$ cat config.mk
export PLATFORM = sky130hd
export DESIGN_NAME = if_fetch_stage
export DESIGN_NICKNAME = d
export VERILOG_FILES = /design/src/rtl/if_fetch_stage.sv
export SDC_FILE = /design/constraint.sdc
export NUM_CORES = 1
export LEC_CHECK = 0
export ABC_CLOCK_PERIOD_IN_PS = 2750
export BUFFER_PORTS_ARGS = -buffer_cell sky130_fd_sc_hd__buf_2
export CAP_MARGIN = 5
export CORE_MARGIN = 4
export CORE_UTILIZATION = 45
export DETAILED_ROUTE_END_ITERATION = 12
export PLACE_DENSITY_LB_ADDON = 0.1
export SETUP_SLACK_MARGIN = 0.15
export SYNTH_ARGS = -nofsm -noshare
export SYNTH_HDL_FRONTEND = slang
export SYNTH_SLANG_ARGS = --single-unit
$ cat constraint.sdc
create_clock -name clk -period 2.75 [get_ports clk]
set_clock_uncertainty 0.15 [all_clocks]
set_input_delay 0.4125 -clock clk [delete_from_list [all_inputs] [get_ports clk]]
set_output_delay 0.4125 -clock clk [all_outputs]
set_load 0.01 [all_outputs]
$ cat src/rtl/if_fetch_stage.sv
// Instruction fetch: PC drives dr combinationally, fetched word registered into IF/ID (1-cycle latency).
// stall holds PC and IF/ID; br_en redirects and flushes; IF_FETCH_CNT_EN builds the delivery counter.
module if_fetch_stage #(
  parameter logic [31:0] RESET_PC  = 32'h0000_0000,
  parameter int unsigned MEM_BYTES = 1000
) (
  input  logic        clk,
  input  logic        rst,
  input  logic        stall,
  input  logic        br_en,
  input  logic [31:0] br_tgt,
  input  logic [31:0] ins,
  output logic [31:0] dr,
  output logic [31:0] if_ins,
  output logic [31:0] if_pc,
  output logic        if_valid,
  output logic        addr_err,
  output logic        halted,
  output logic [31:0] fetch_cnt
);

  typedef enum logic {RUN, HALT} state_t;

  state_t      state;
  logic [31:0] pc;
  logic [32:0] pc_last_byte;
  logic        out_of_range;

  // Last byte of the word computed in 33 bits so a PC near 2^32 cannot wrap into range.
  assign pc_last_byte = {1'b0, pc} + 33'd3;
  assign out_of_range = (pc_last_byte >= 33'(MEM_BYTES));

  assign dr     = pc;
  assign halted = (state == HALT);

  always_ff @(posedge clk) begin
    if (rst) begin
      state    <= RUN;
      pc       <= RESET_PC;
      if_ins   <= 32'h0;
      if_pc    <= 32'h0;
      if_valid <= 1'b0;
      addr_err <= 1'b0;
    end else if (br_en) begin
      // Redirect wins in both states and over stall; the word at the old PC is wrong-path.
      state    <= RUN;
      pc       <= {br_tgt[31:2], 2'b00};
      if_valid <= 1'b0;
      addr_err <= (br_tgt[1:0] != 2'b00);
    end else begin
      case (state)
        RUN: begin
          if (out_of_range) begin
            state    <= HALT;
            if_valid <= 1'b0;
            addr_err <= 1'b1;
          end else if (stall) begin
            addr_err <= 1'b0;
          end else begin
            if_ins   <= ins;
            if_pc    <= pc;
            if_valid <= 1'b1;
            pc       <= pc + 32'd4;
            addr_err <= 1'b0;
          end
        end
        HALT: begin
          if_valid <= 1'b0;
          addr_err <= 1'b0;
        end
        default: begin
          state    <= HALT;
          if_valid <= 1'b0;
          addr_err <= 1'b0;
        end
      endcase
    end
  end

`ifdef IF_FETCH_CNT_EN
  logic        deliver;
  logic [31:0] cnt;

  assign deliver = (state == RUN) && !br_en && !out_of_range && !stall;

  always_ff @(posedge clk) begin
    if (rst)
      cnt <= 32'h0;
    else if (deliver)
      cnt <= cnt + 32'd1;
  end

  assign fetch_cnt = cnt;
`else
  assign fetch_cnt = 32'h0;
`endif

endmodule

==> key figures, run 1 <==
Setup path
  • CP Data Required Time: 2840 ps
  • Reg2reg setup slack: approximately 420 ps
  • WS Path Type: reg -> reg
  • R2R depth: 6
  • CP Launch Type: flop
  • Worst Setup End Kind: flop
  • RR Startpoint: dr[11]$_SDFFE_PP0P_
  • FF-to-FF End: if_ins[20]$_SDFFE_PP0P_
  • Worst endpoint data arrival time: around 2400 ps
  • Crit-path max FO: 29

Job
  • Maxcap violations: 0

Synth
  • Synth Instances: 364
  • Biggest area consumer among synthesized cells: dfxtp_1
  • Post-synth top area share: 0.510
  • Synth top cells by count: 95 x dfxtp_1, 72 x nor2_1, 64 x mux2i_1
  • Register bit total from synthesis: 95
  • Async S/R FF share, synth: 0
  • Netlist Area Pre-Place: 0.00373 sq mm
  • Post-synth EDFFs: 0
  • Yosys cell types: 38
  • Synth warnings: 0
  • Syn_area_per_cell: 10.2 sq um
  • Most numerous cell in the Yosys netlist: dfxtp_1
  • Seq/Total Area, Yosys: 0.510
  • Top FF cell, synth: dfxtp_1
  • Synth area leaders: dfxtp_1 51%, mux2i_1 17%, buf_4 7.3%

Clock tree
  • CTS resizes: 0
  • Root Buffer: clkbuf_8
  • Worst-path clk slew: approximately 90 ps
  • CTS tree: yes
  • Cts hold-fix bufs: 0
  • Bufs on Longest Clock Path: 2
  • Clk_lat worst skew: 350 ps
  • Setup bufs post-CTS: 0
  • CTS HTree Levels: 3
  • CTS Buf Count: 9
  • Clock Sinks: 95

Status
  • Outcome: complete, no violations

Min path
  • Hold path depth: 3
  • Worst Hold End: if_ins[0]$_SDFFE_PP0P_
  • Worst Hold Launch: ins[0]
  • Hold WC Path Type: in -> reg

Drt
  • Antenna-violating nets left: 0
  • Vias/cell: about 4.6
  • # DRC: 0
  • DR vias: 2871
  • Routed wire length: slightly below 9000 um
  • Pre-Repair DR Iteration Count: 4
  • DRT iter0 DRCs: 70
  • DR WL/cell: 13.8 um

Final layout
  • Share of layout cells above drive strength 1: 0.366
  • Util after Layout: 0.596
  • Layout area overhead: 26.2%
  • Ant. Diodes: 0
  • Fin nets: about 590
  • Final instance count without filler cells: 630

Placed design
  • Post-DP HPWL: 6620 um
  • Gpl congestion: 0.740
  • DP Cell Count: 614
  • IO buf count: 162

Timing
  • Fin. max-slew vios: 0
  • Minimum clock period: 2330 ps
  • RSZ-0062 raised after global routing: no
  • Setup TNS: 0 ps
  • Final hold vios: 0
  • Final setup viols: 0
  • FMAX: 0.430 GHz
  • Final period util: 0.846

Floorplan
  • Full die area: 0.00980 sq mm
  • Die W: 99.0 um
  • Core area: ~0.0079 sq mm
  • I/O pin cnt: 199
  • Die height: 99.0 um
  • Starting Density: 0.473
  • Num rows: 32

Global route
  • Initial antenna violation count: 0
  • GR Overflow Total: 0
  • First-pass GRT wire length: about 14000 um
  • Vias in the first global route: slightly below 3000
  • Largest net degree at the start of global routing: 34
  • Total track usage: 0.176

Power and ir drop
  • LEAKAGE: 2.30 nW
  • Power Density: 569 mW/mm^2
  • Maximum vdd ir drop: ~0.24 mV
-- per-stage QoR --
stage | worst slack [ps] | hold slack [ps] | power [W] | area (sq um)
2_1_floorplan | 751 | 349 | 0.00165 | 3860
3_3_place_gp | 476 | 287 | 0.00172 | 4480
3_5_place_dp | 406 | 289 | 0.00172 | 4480
4_1_cts | 388 | 126 | 0.00271 | 4700
5_1_grt | 213 | 125 | 0.00280 | 4700
6_report | 424 | 143 | 0.00268 | 4700
-- registers in the layout (all words and copies together), names as in the netlist --
| register | flops |
|---|---|
| dr | 30 |
| halted | 1 |
| if_valid | 1 |
| if_pc | 30 |
| addr_err | 1 |
| if_ins | 32 |
-- worst max-delay path: stages, from the launching register on --
cell	delay, ps
dfxtp_1	330
nor4_1	410
nand3_2	260
nor4_4	480
buf_12	280
mux2i_1	220
nor2_1	60
-- cell type report --
type	instances	area (sq um)
Fill cell	700	3180
Sequential cell	95	1900
Multi-Input combinational cell	243	1560
Timing Repair Buffer	169	876
Tap cell	102	128
Clock buffer	9	124
Clock inverter	7	95.1
Inverter	5	18.8
-- placed cells by master (no fill, tap or decap), types with 3 or more instances in the layout --
cell type    n
a211oi_1     5
and2_1      22
buf_2      162
buf_4        6
clkbuf_8     9
conb_1      36
dfxtp_1     95
inv_1        5
mux2i_1     64
nand3_1      3
nor2_1      72
nor3_1       3
nor4_1       6
o21ai_0      4
-- metal layers --
| layer | up-vias | share of wire | global-route usage | wire length (um) |
|---|---|---|---|---|
| met1 | 1272 | 0.43 | 0.220 | 3780 |
| met2 | 125 | 0.45 | 0.276 | 3890 |
| met4 | 0 | 0.014 | 0.0683 | 121 |
| met5 | - | 0 | 0 | 0 |
| met3 | 9 | 0.11 | 0.0665 | 927 |
| li1 | 1465 | - | - | - |
-- power breakdown --
group / internal, W / switching (W)
registers: 0.00141 / 0.0000314
logic: 0.000104 / 0.000144
clock network: 0.000515 / 0.000478
total: 0.00203 / 0.000653
-- logic make-up after synthesis --
| family | share of synthesized area |
|---|---|
| XOR/XNOR | 0.00470 |
| other | 0.00101 |
| AO/OA/AOI/OAI | 0.0352 |
| flip-flops | 0.510 |
| buffers and inverters | 0.106 |
| multiplexers | 0.172 |
| AND/OR/NAND/NOR | 0.167 |
| adder cells (fa/ha/maj) | 0.00336 |
-- worst max-delay path by stage --
stage	slack [ps]	end	start
6_report	420	if_ins[20]$_SDFFE_PP0P_	dr[11]$_SDFFE_PP0P_
3_3_place_gp	480	if_ins[18]$_SDFFE_PP0P_	dr[11]$_SDFFE_PP0P_
5_1_grt	210	if_ins[20]$_SDFFE_PP0P_	dr[11]$_SDFFE_PP0P_
4_1_cts	390	if_ins[20]$_SDFFE_PP0P_	dr[11]$_SDFFE_PP0P_
2_1_floorplan	750	dr[5]$_SDFFE_PP0P_	dr[11]$_SDFFE_PP0P_
3_5_place_dp	410	if_ins[13]$_SDFFE_PP0P_	dr[11]$_SDFFE_PP0P_
No activity file was read; power rests on OpenSTA's default activity.
==> run 2: changes to the inputs <==
--- a/config.mk
+++ b/config.mk
@@ -5,7 +5,7 @@
 export SDC_FILE = /design/constraint.sdc
 export NUM_CORES = 1
 export LEC_CHECK = 0
-export ABC_CLOCK_PERIOD_IN_PS = 2750
+export ABC_CLOCK_PERIOD_IN_PS = 2300
 export BUFFER_PORTS_ARGS = -buffer_cell sky130_fd_sc_hd__buf_2
 export CAP_MARGIN = 5
 export CORE_MARGIN = 4
==> constraint.sdc (replaced) <==
create_clock -name clk -period 2.3 [get_ports clk]
set_clock_uncertainty 0.15 [all_clocks]
set_input_delay 0.345 -clock clk [delete_from_list [all_inputs] [get_ports clk]]
set_output_delay 0.345 -clock clk [all_outputs]
set_load 0.01 [all_outputs]
==> run 2 against run 1 <==
  * Sequential share of layout area down 1.8 points
  * Non-clock buffer count up 13
  * Power up 22%
  * Flip-flop and latch count unchanged
  * First-iteration DRC count down 43%
  * Utilization up 2.8 points
  * Maximum frequency up 11%
  * Cell count up 2.1%
  * Final area up 4.7%
  * Critical path depth down 1
  * Global-route usage up 0.26 points
  * Largest cell class unchanged
  * Largest power group unchanged
==> key figures, run 2 (synthesis results as in run 1) <==
Clock tree
  • Worst-path clk slew: 90 ps (about the same)
  • Root Buffer: clkbuf_8
  • Clock Sinks: 95 (unchanged)
  • CTS Buf Count: 9 (unchanged)
  • CTS tree: yes
  • Clk_lat worst skew: 350 ps (about the same)
  • Cts hold-fix bufs: 0 (unchanged)
  • CTS HTree Levels: 3 (unchanged)
  • Bufs on Longest Clock Path: 2 (unchanged)

Power and ir drop
  • LEAKAGE: 2.39 nW (+3.9%)
  • Logic pwr share: 0.102 (+0.010)
  • Power Density: 665 mW/mm^2 (+17%)
  • Net switching power: 0.000779 W (+19%)
  • Pwr Total: 0.00328 W (+22%)
  • Sw Share: 0.238 (-0.00616)
  • P_int: 0.00250 W (+23%)
  • Power share of the clock group: 0.374 (+0.003)
  • Maximum vdd ir drop: 0.467 mV (+94%)
  • Seq pwr share: 0.524 (-0.013)

Floorplan
  • Core area: 0.00789 sq mm (unchanged)
  • Die height: 99.0 um (unchanged)
  • Starting Density: 0.473 (unchanged)
  • Die W: 99.0 um (unchanged)
  • I/O pin cnt: 199 (unchanged)
  • Num rows: 32 (unchanged)
  • Full die area: 0.00980 sq mm (unchanged)

Drt
  • Routed wire length: 9280 um (+6.5%)
  • DRT iter0 DRCs: 40 (-43%)
  • # DRC: 0 (unchanged)
  • Pre-Repair DR Iteration Count: 4 (unchanged)
  • DR WL/cell: 14.4 um (+4.4%)
  • DR vias: 2936 (+2.3%)
  • Vias/cell: 4.57 (+0.20%)
  • Antenna-violating nets left: 0 (unchanged)

Global route
  • Total track usage: 0.179 (+0.00262)
  • Vias in the first global route: 2942 (+1.8%)
  • GR Overflow Total: 0 (unchanged)
  • First-pass GRT wire length: 14200 um (+1.4%)
  • Largest net degree at the start of global routing: 40 (+18%)
  • Initial antenna violation count: 0 (unchanged)

Final layout
  • Share of layout cells above drive strength 1: 0.403 (+0.0374)
  • Top reg by flops: if_ins
  • Ant. Diodes: 0 (unchanged)
  • Layout area overhead: 32.1%
  • Max reg flops: 32 (unchanged)
  • Number of fill cells: 688 (-1.7%)
  • Fin nets: 605 (+2.2%)
  • Commonest non-fill, non-tap cell in the layout: buf_2
  • Commonest cells after routing, fill and taps aside: 162 x buf_2, 93 x dfxtp_1, 72 x nor2_1

Placed design
  • Gpl congestion: 0.757 (+2.3%)
  • Post-place setup slack: 99.8 ps (-307 ps)
  • IO buf count: 162 (unchanged)
  • Post-DP HPWL: 6830 um (+3.2%)

Timing
  • Minimum clock period: 2100 ps (-228 ps)
  • Final setup viols: 0 (unchanged)
  • Final period util: 0.912 (+0.0664)
  • Hold slack: 68.8 ps (-74.7 ps)
  • PnR worst setup slack: 202 ps (-222 ps)
  • FMAX: 0.477 GHz (+11%)
  • Final hold vios: 0 (unchanged)
  • RSZ-0062 raised after global routing: yes
  • Fin. max-slew vios: 0 (unchanged)
  • Setup TNS: 0 ps (unchanged)

Setup path
  • CP Data Required Time: 2400 ps (-440 ps)
  • Worst Setup End Kind: flop
  • Worst endpoint data arrival time: 2190 ps (-220 ps)
  • Crit-path max FO: 7 (-76%)
  • CP Launch Type: flop
  • WS Path Type: reg -> reg

Min path
  • Hold WC Path Type: in -> reg

Status
  • Outcome: complete, no violations

Job
  • Maxcap violations: 0 (unchanged)
==> run 2: per-layer routing <==
| metal | track usage | wire length [um] | vias up |
|---|---|---|---|
| li1 | - | - | 1484 |
| met1 | 0.215 | 3990 | 1323 |
| met2 | 0.293 | 4280 | 124 |
| met3 | 0.0778 | 944 | 5 |
| met4 | 0.0462 | 65 | 0 |
| met5 | 0 | 0 | - |
==> run 2: worst max-delay path, stage by stage, from the launching register on <==
cell and delay, ps:
dfxtp_1 340, nor4_2 320, buf_4 160, o21ai_2 130
or4_4 580, a2111oi_2 320
==> run 2: worst paths after layout <==
path,from,end,slack [ps],cells past startpoint
worst min-delay path,br_tgt[22],dr[22]$_SDFFE_PP0P_,70,3
worst max-delay path,dr[29]$_SDFFE_PP0P_,dr[5]$_SDFFE_PP0P_,200,5
worst min register to register,if_pc[19]$_SDFFE_PP0P_,if_pc[19]$_SDFFE_PP0P_,310,1
worst max register to register,dr[29]$_SDFFE_PP0P_,dr[5]$_SDFFE_PP0P_,200,5
==> run 2: cell type report <==
type                       count  area (sq um)  share of cell area
sequential                    95          1900               0.387
tap                          102           128              0.0259
timing repair buffer         182          1010               0.205
inverter                       5          18.8             0.00381
clock buffer                  11           151              0.0307
clock inverter                 5          80.1              0.0163
multi-input combinational    243          1630               0.331
==> run 2: power by group through the flow <==
stage	sequential (W)	combinational [W]	clock, W
finish	0.00172	0.000334	0.00122
global route	0.00172	0.000369	0.00132
CTS	0.00171	0.000325	0.00126
detailed placement	0.00175	0.000322	0
global placement	0.00175	0.000317	0
floorplan	0.00177	0.000202	0
==> run 2: timing repair <==
action | in CTS | in global routing
buffers inserted | 0 | 2
resized for setup | 3 | 15
pin swaps | 1 | 3
setup endpoints to repair | 63 | 68
gates cloned | 0 | 2
==> run 2: stage by stage <==
stage,area [sq um],util,instances
after floorplan,3860,-,399
after global placement,4560,0.579,623
after detailed placement,4560,0.579,623
after CTS,4810,0.610,639
after global routing,4920,0.624,643
final,4920,0.624,643
==> run 3: changes to the inputs <==
--- a/config.mk
+++ b/config.mk
@@ -5,12 +5,13 @@
 export SDC_FILE = /design/constraint.sdc
 export NUM_CORES = 1
 export LEC_CHECK = 0
-export ABC_CLOCK_PERIOD_IN_PS = 2300
+export ABC_CLOCK_PERIOD_IN_PS = 1900
 export BUFFER_PORTS_ARGS = -buffer_cell sky130_fd_sc_hd__buf_2
 export CAP_MARGIN = 5
 export CORE_MARGIN = 4
-export CORE_UTILIZATION = 45
+export CORE_UTILIZATION = 40
 export DETAILED_ROUTE_END_ITERATION = 12
+export MAX_ROUTING_LAYER = met4
 export PLACE_DENSITY_LB_ADDON = 0.1
 export SETUP_SLACK_MARGIN = 0.15
 export SYNTH_ARGS = -nofsm -noshare
==> constraint.sdc (replaced) <==
create_clock -name clk -period 1.9 [get_ports clk]
set_clock_uncertainty 0.15 [all_clocks]
set_input_delay 0.285 -clock clk [delete_from_list [all_inputs] [get_ports clk]]
set_output_delay 0.285 -clock clk [all_outputs]
set_load 0.01 [all_outputs]
==> run 3 against run 2 <==
  * The flow now finishes with violations (negative setup slack)
  * Die area increased by 11%
  * Clock power barely moved
  * Wire length grew 8.4%
  * Register-to-register slack got worse by 330 ps
  * Final area up 7.9%
  * Sequential share of layout area decreased by 2.7 points
  * Critical path depth is 2 higher
  * Setup slack got worse by 330 ps
  * Highest routed layer unchanged
==> key figures, run 3 (synthesis results as in run 1) <==
Final layout
  • Commonest cells after routing, fill and taps aside: 162 x buf_2, 88 x dfxtp_1, 70 x nor2_1
  • Layout area overhead: 42.5%
  • Fin nets: 641 (+6.0%)
  • Ant. Diodes: 0 (unchanged)
  • Share of layout cells above drive strength 1: 0.488 (+0.0849)
  • Final instance count without filler cells: 684 (+6.4%)
  • Number of fill cells: 793 (+15%)
  • Top reg by flops: if_ins
  • Area of the multi-input gates: 0.00177 sq mm (+8.4%)
  • Commonest non-fill, non-tap cell in the layout: buf_2
  • Register area: 0.00191 sq mm (+0.33%)
  • Fin area: 0.00531 sq mm (+7.9%)
  • Max reg flops: 32 (unchanged)

Global route
  • Total track usage: 0.182 (+0.00326)
  • Vias in the first global route: 3277 (+11%)
  • Largest net degree at the start of global routing: 31 (-23%)
  • GR Overflow Total: 0 (unchanged)
  • First-pass GRT wire length: 15900 um (+12%)
  • Initial antenna violation count: 0 (unchanged)

Clock tree
  • CTS HTree Levels: 3 (unchanged)
  • CTS Buf Count: 9 (unchanged)
  • Clock Sinks: 95 (unchanged)
  • Bufs on Longest Clock Path: 2 (unchanged)
  • Worst-path clk slew: 100 ps (about the same)
  • Clk_lat worst skew: 360 ps (about the same)
  • Root Buffer: clkbuf_8
  • CTS tree: yes

Timing
  • FMAX: 0.493 GHz (+3.5%)
  • RSZ-0062 raised after global routing: yes
  • Final period util: 1.07 (+0.155)
  • Final hold vios: 0 (unchanged)
  • Fin. max-slew vios: 0 (unchanged)
  • Setup TNS: -4210 ps (-4210 ps)
  • PnR worst setup slack: -128 ps (-329 ps)
  • Final setup viols: 69 (+69)
  • Minimum clock period: 2030 ps (-70.5 ps)

Placed design
  • Post-DP HPWL: 7390 um (+8.2%)
  • IO buf count: 162 (unchanged)
  • DP Cell Count: 661 (+6.1%)
  • Gpl congestion: 0.815 (+7.7%)
  • Area post-placement: 0.00486 sq mm (+6.5%)

Floorplan
  • Core area: 0.00889 sq mm (+13%)
  • Die height: 105 um (+5.6%)
  • I/O pin cnt: 199 (unchanged)
  • Starting Density: 0.419 (-0.0533)
  • Die W: 105 um (+5.6%)
  • Num rows: 34 (+6.3%)
  • Full die area: 0.0109 sq mm (+11%)

Min path
  • Hold WC Path Type: in -> reg

Setup path
  • CP top delay family: simple AND/OR/NAND/NOR gates
  • Crit-path cells: nor4_4, o21ai_4, buf_4, buf_6, or3_4, nor2_4, o2111a_1
  • Worst endpoint data arrival time: 2180 ps (about the same)
  • CP Buf/Inv Count: 2 (+1)
  • CP max-delay cell: or3_4
  • WS Path Type: reg -> reg
  • Max incr delay on CP: 410 ps (-170 ps)
  • CP Launch Type: flop
  • Worst Setup End Kind: flop
  • Crit-path max FO: 4 (-3)
  • CP Data Required Time: 2050 ps (-350 ps)

Drt
  • Pre-Repair DR Iteration Count: 4 (unchanged)
  • DR vias: 3179 (+8.3%)
  • Antenna-violating nets left: 0 (unchanged)
  • # DRC: 0 (unchanged)
  • Vias/cell: 4.65 (+1.8%)
  • DR WL/cell: 14.7 um (+1.9%)
  • DRT iter0 DRCs: 81 (+100%)
  • Routed wire length: 10100 um (+8.4%)

Job
  • Maxcap violations: 0 (unchanged)

Power and ir drop
  • LEAKAGE: 2.61 nW (+9.3%)
  • Pwr Total: 0.00384 W (+17%)
  • Maximum vdd ir drop: 0.436 mV (-6.6%)
  • Power Density: 724 mW/mm^2 (+8.8%)

Status
  • Outcome: complete, but fails checks
  • Violated checks: negative setup slack
==> run 3: cell types whose count changed in the layout (fill, tap and decap cells not counted), sizes merged <==
cell / delta
buf: +35
bufinv: -2
clkbuf: -2
dlygate4sd3: +2
inv: +2
==> run 3: routing by layer <==
metal,routed length (um),track usage
met5,0,-
met3,722,0.0388
met2,5010,0.309
met1,4240,0.217
met4,91,0.0570
==> run 3: through the flow <==
| stage | utilization | hold slack [ps] | worst slack (ps) |
|---|---|---|---|
| after floorplan | - | 273 | 0.829 |
| after global placement | 0.547 | 286 | -168 |
| after detailed placement | 0.547 | 288 | -195 |
| after CTS | 0.581 | 0.0954 | -113 |
| after global routing | 0.597 | 4.23 | -257 |
| final | 0.597 | 7.45 | -128 |
==> run 3: path summary, 6_finish.rpt <==
| path | end | from | slack, ps | cells after the start |
|---|---|---|---|---|
| min | if_ins[8]$_SDFFE_PP0P_ | ins[8] | 7 | 3 |
| max reg2reg | if_valid$_SDFFE_PP0P_ | dr[12]$_SDFFE_PP0P_ | -130 | 7 |
| min reg2reg | if_pc[23]$_SDFFE_PP0P_ | if_pc[23]$_SDFFE_PP0P_ | 340 | 1 |
| max | if_valid$_SDFFE_PP0P_ | dr[12]$_SDFFE_PP0P_ | -130 | 7 |
==> run 3: area by class of cell <==
class / instances / share of cell area
clock inverter: 5 / 0.00777
inverter: 5 / 0.00353
tap: 108 / 0.0254
clock buffer: 10 / 0.0259
timing repair buffer: 218 / 0.245
multi-input combinational: 243 / 0.333
sequential: 95 / 0.360
==> run 3: what timing repair did <==
| item | 4_1_cts | 5_1_grt |
|---|---|---|
| pin swaps | 8 | 4 |
| hold endpoints to repair | 1 | 1 |
| cloned | 3 | 0 |
| setup buffers | 0 | 3 |
| hold buffers | 1 | 1 |
| endpoints found under the setup margin | 73 | 73 |
| gates resized for setup | 26 | 29 |
==> run 3: report_power, final <==
| part | switching, W | internal [W] |
|---|---|---|
| sequential | 0.0000394 | 0.00204 |
| combinational | 0.000275 | 0.000252 |
| clock | 0.000725 | 0.000517 |
==> run 3: worst register-to-register path: stages, from the launching register on <==
cell and delay [ps]:
dfxtp_2 350, nor4_4 350, o21ai_4 140, buf_4 160
buf_6 120, or3_4 410, nor2_4 120, o2111a_1 170
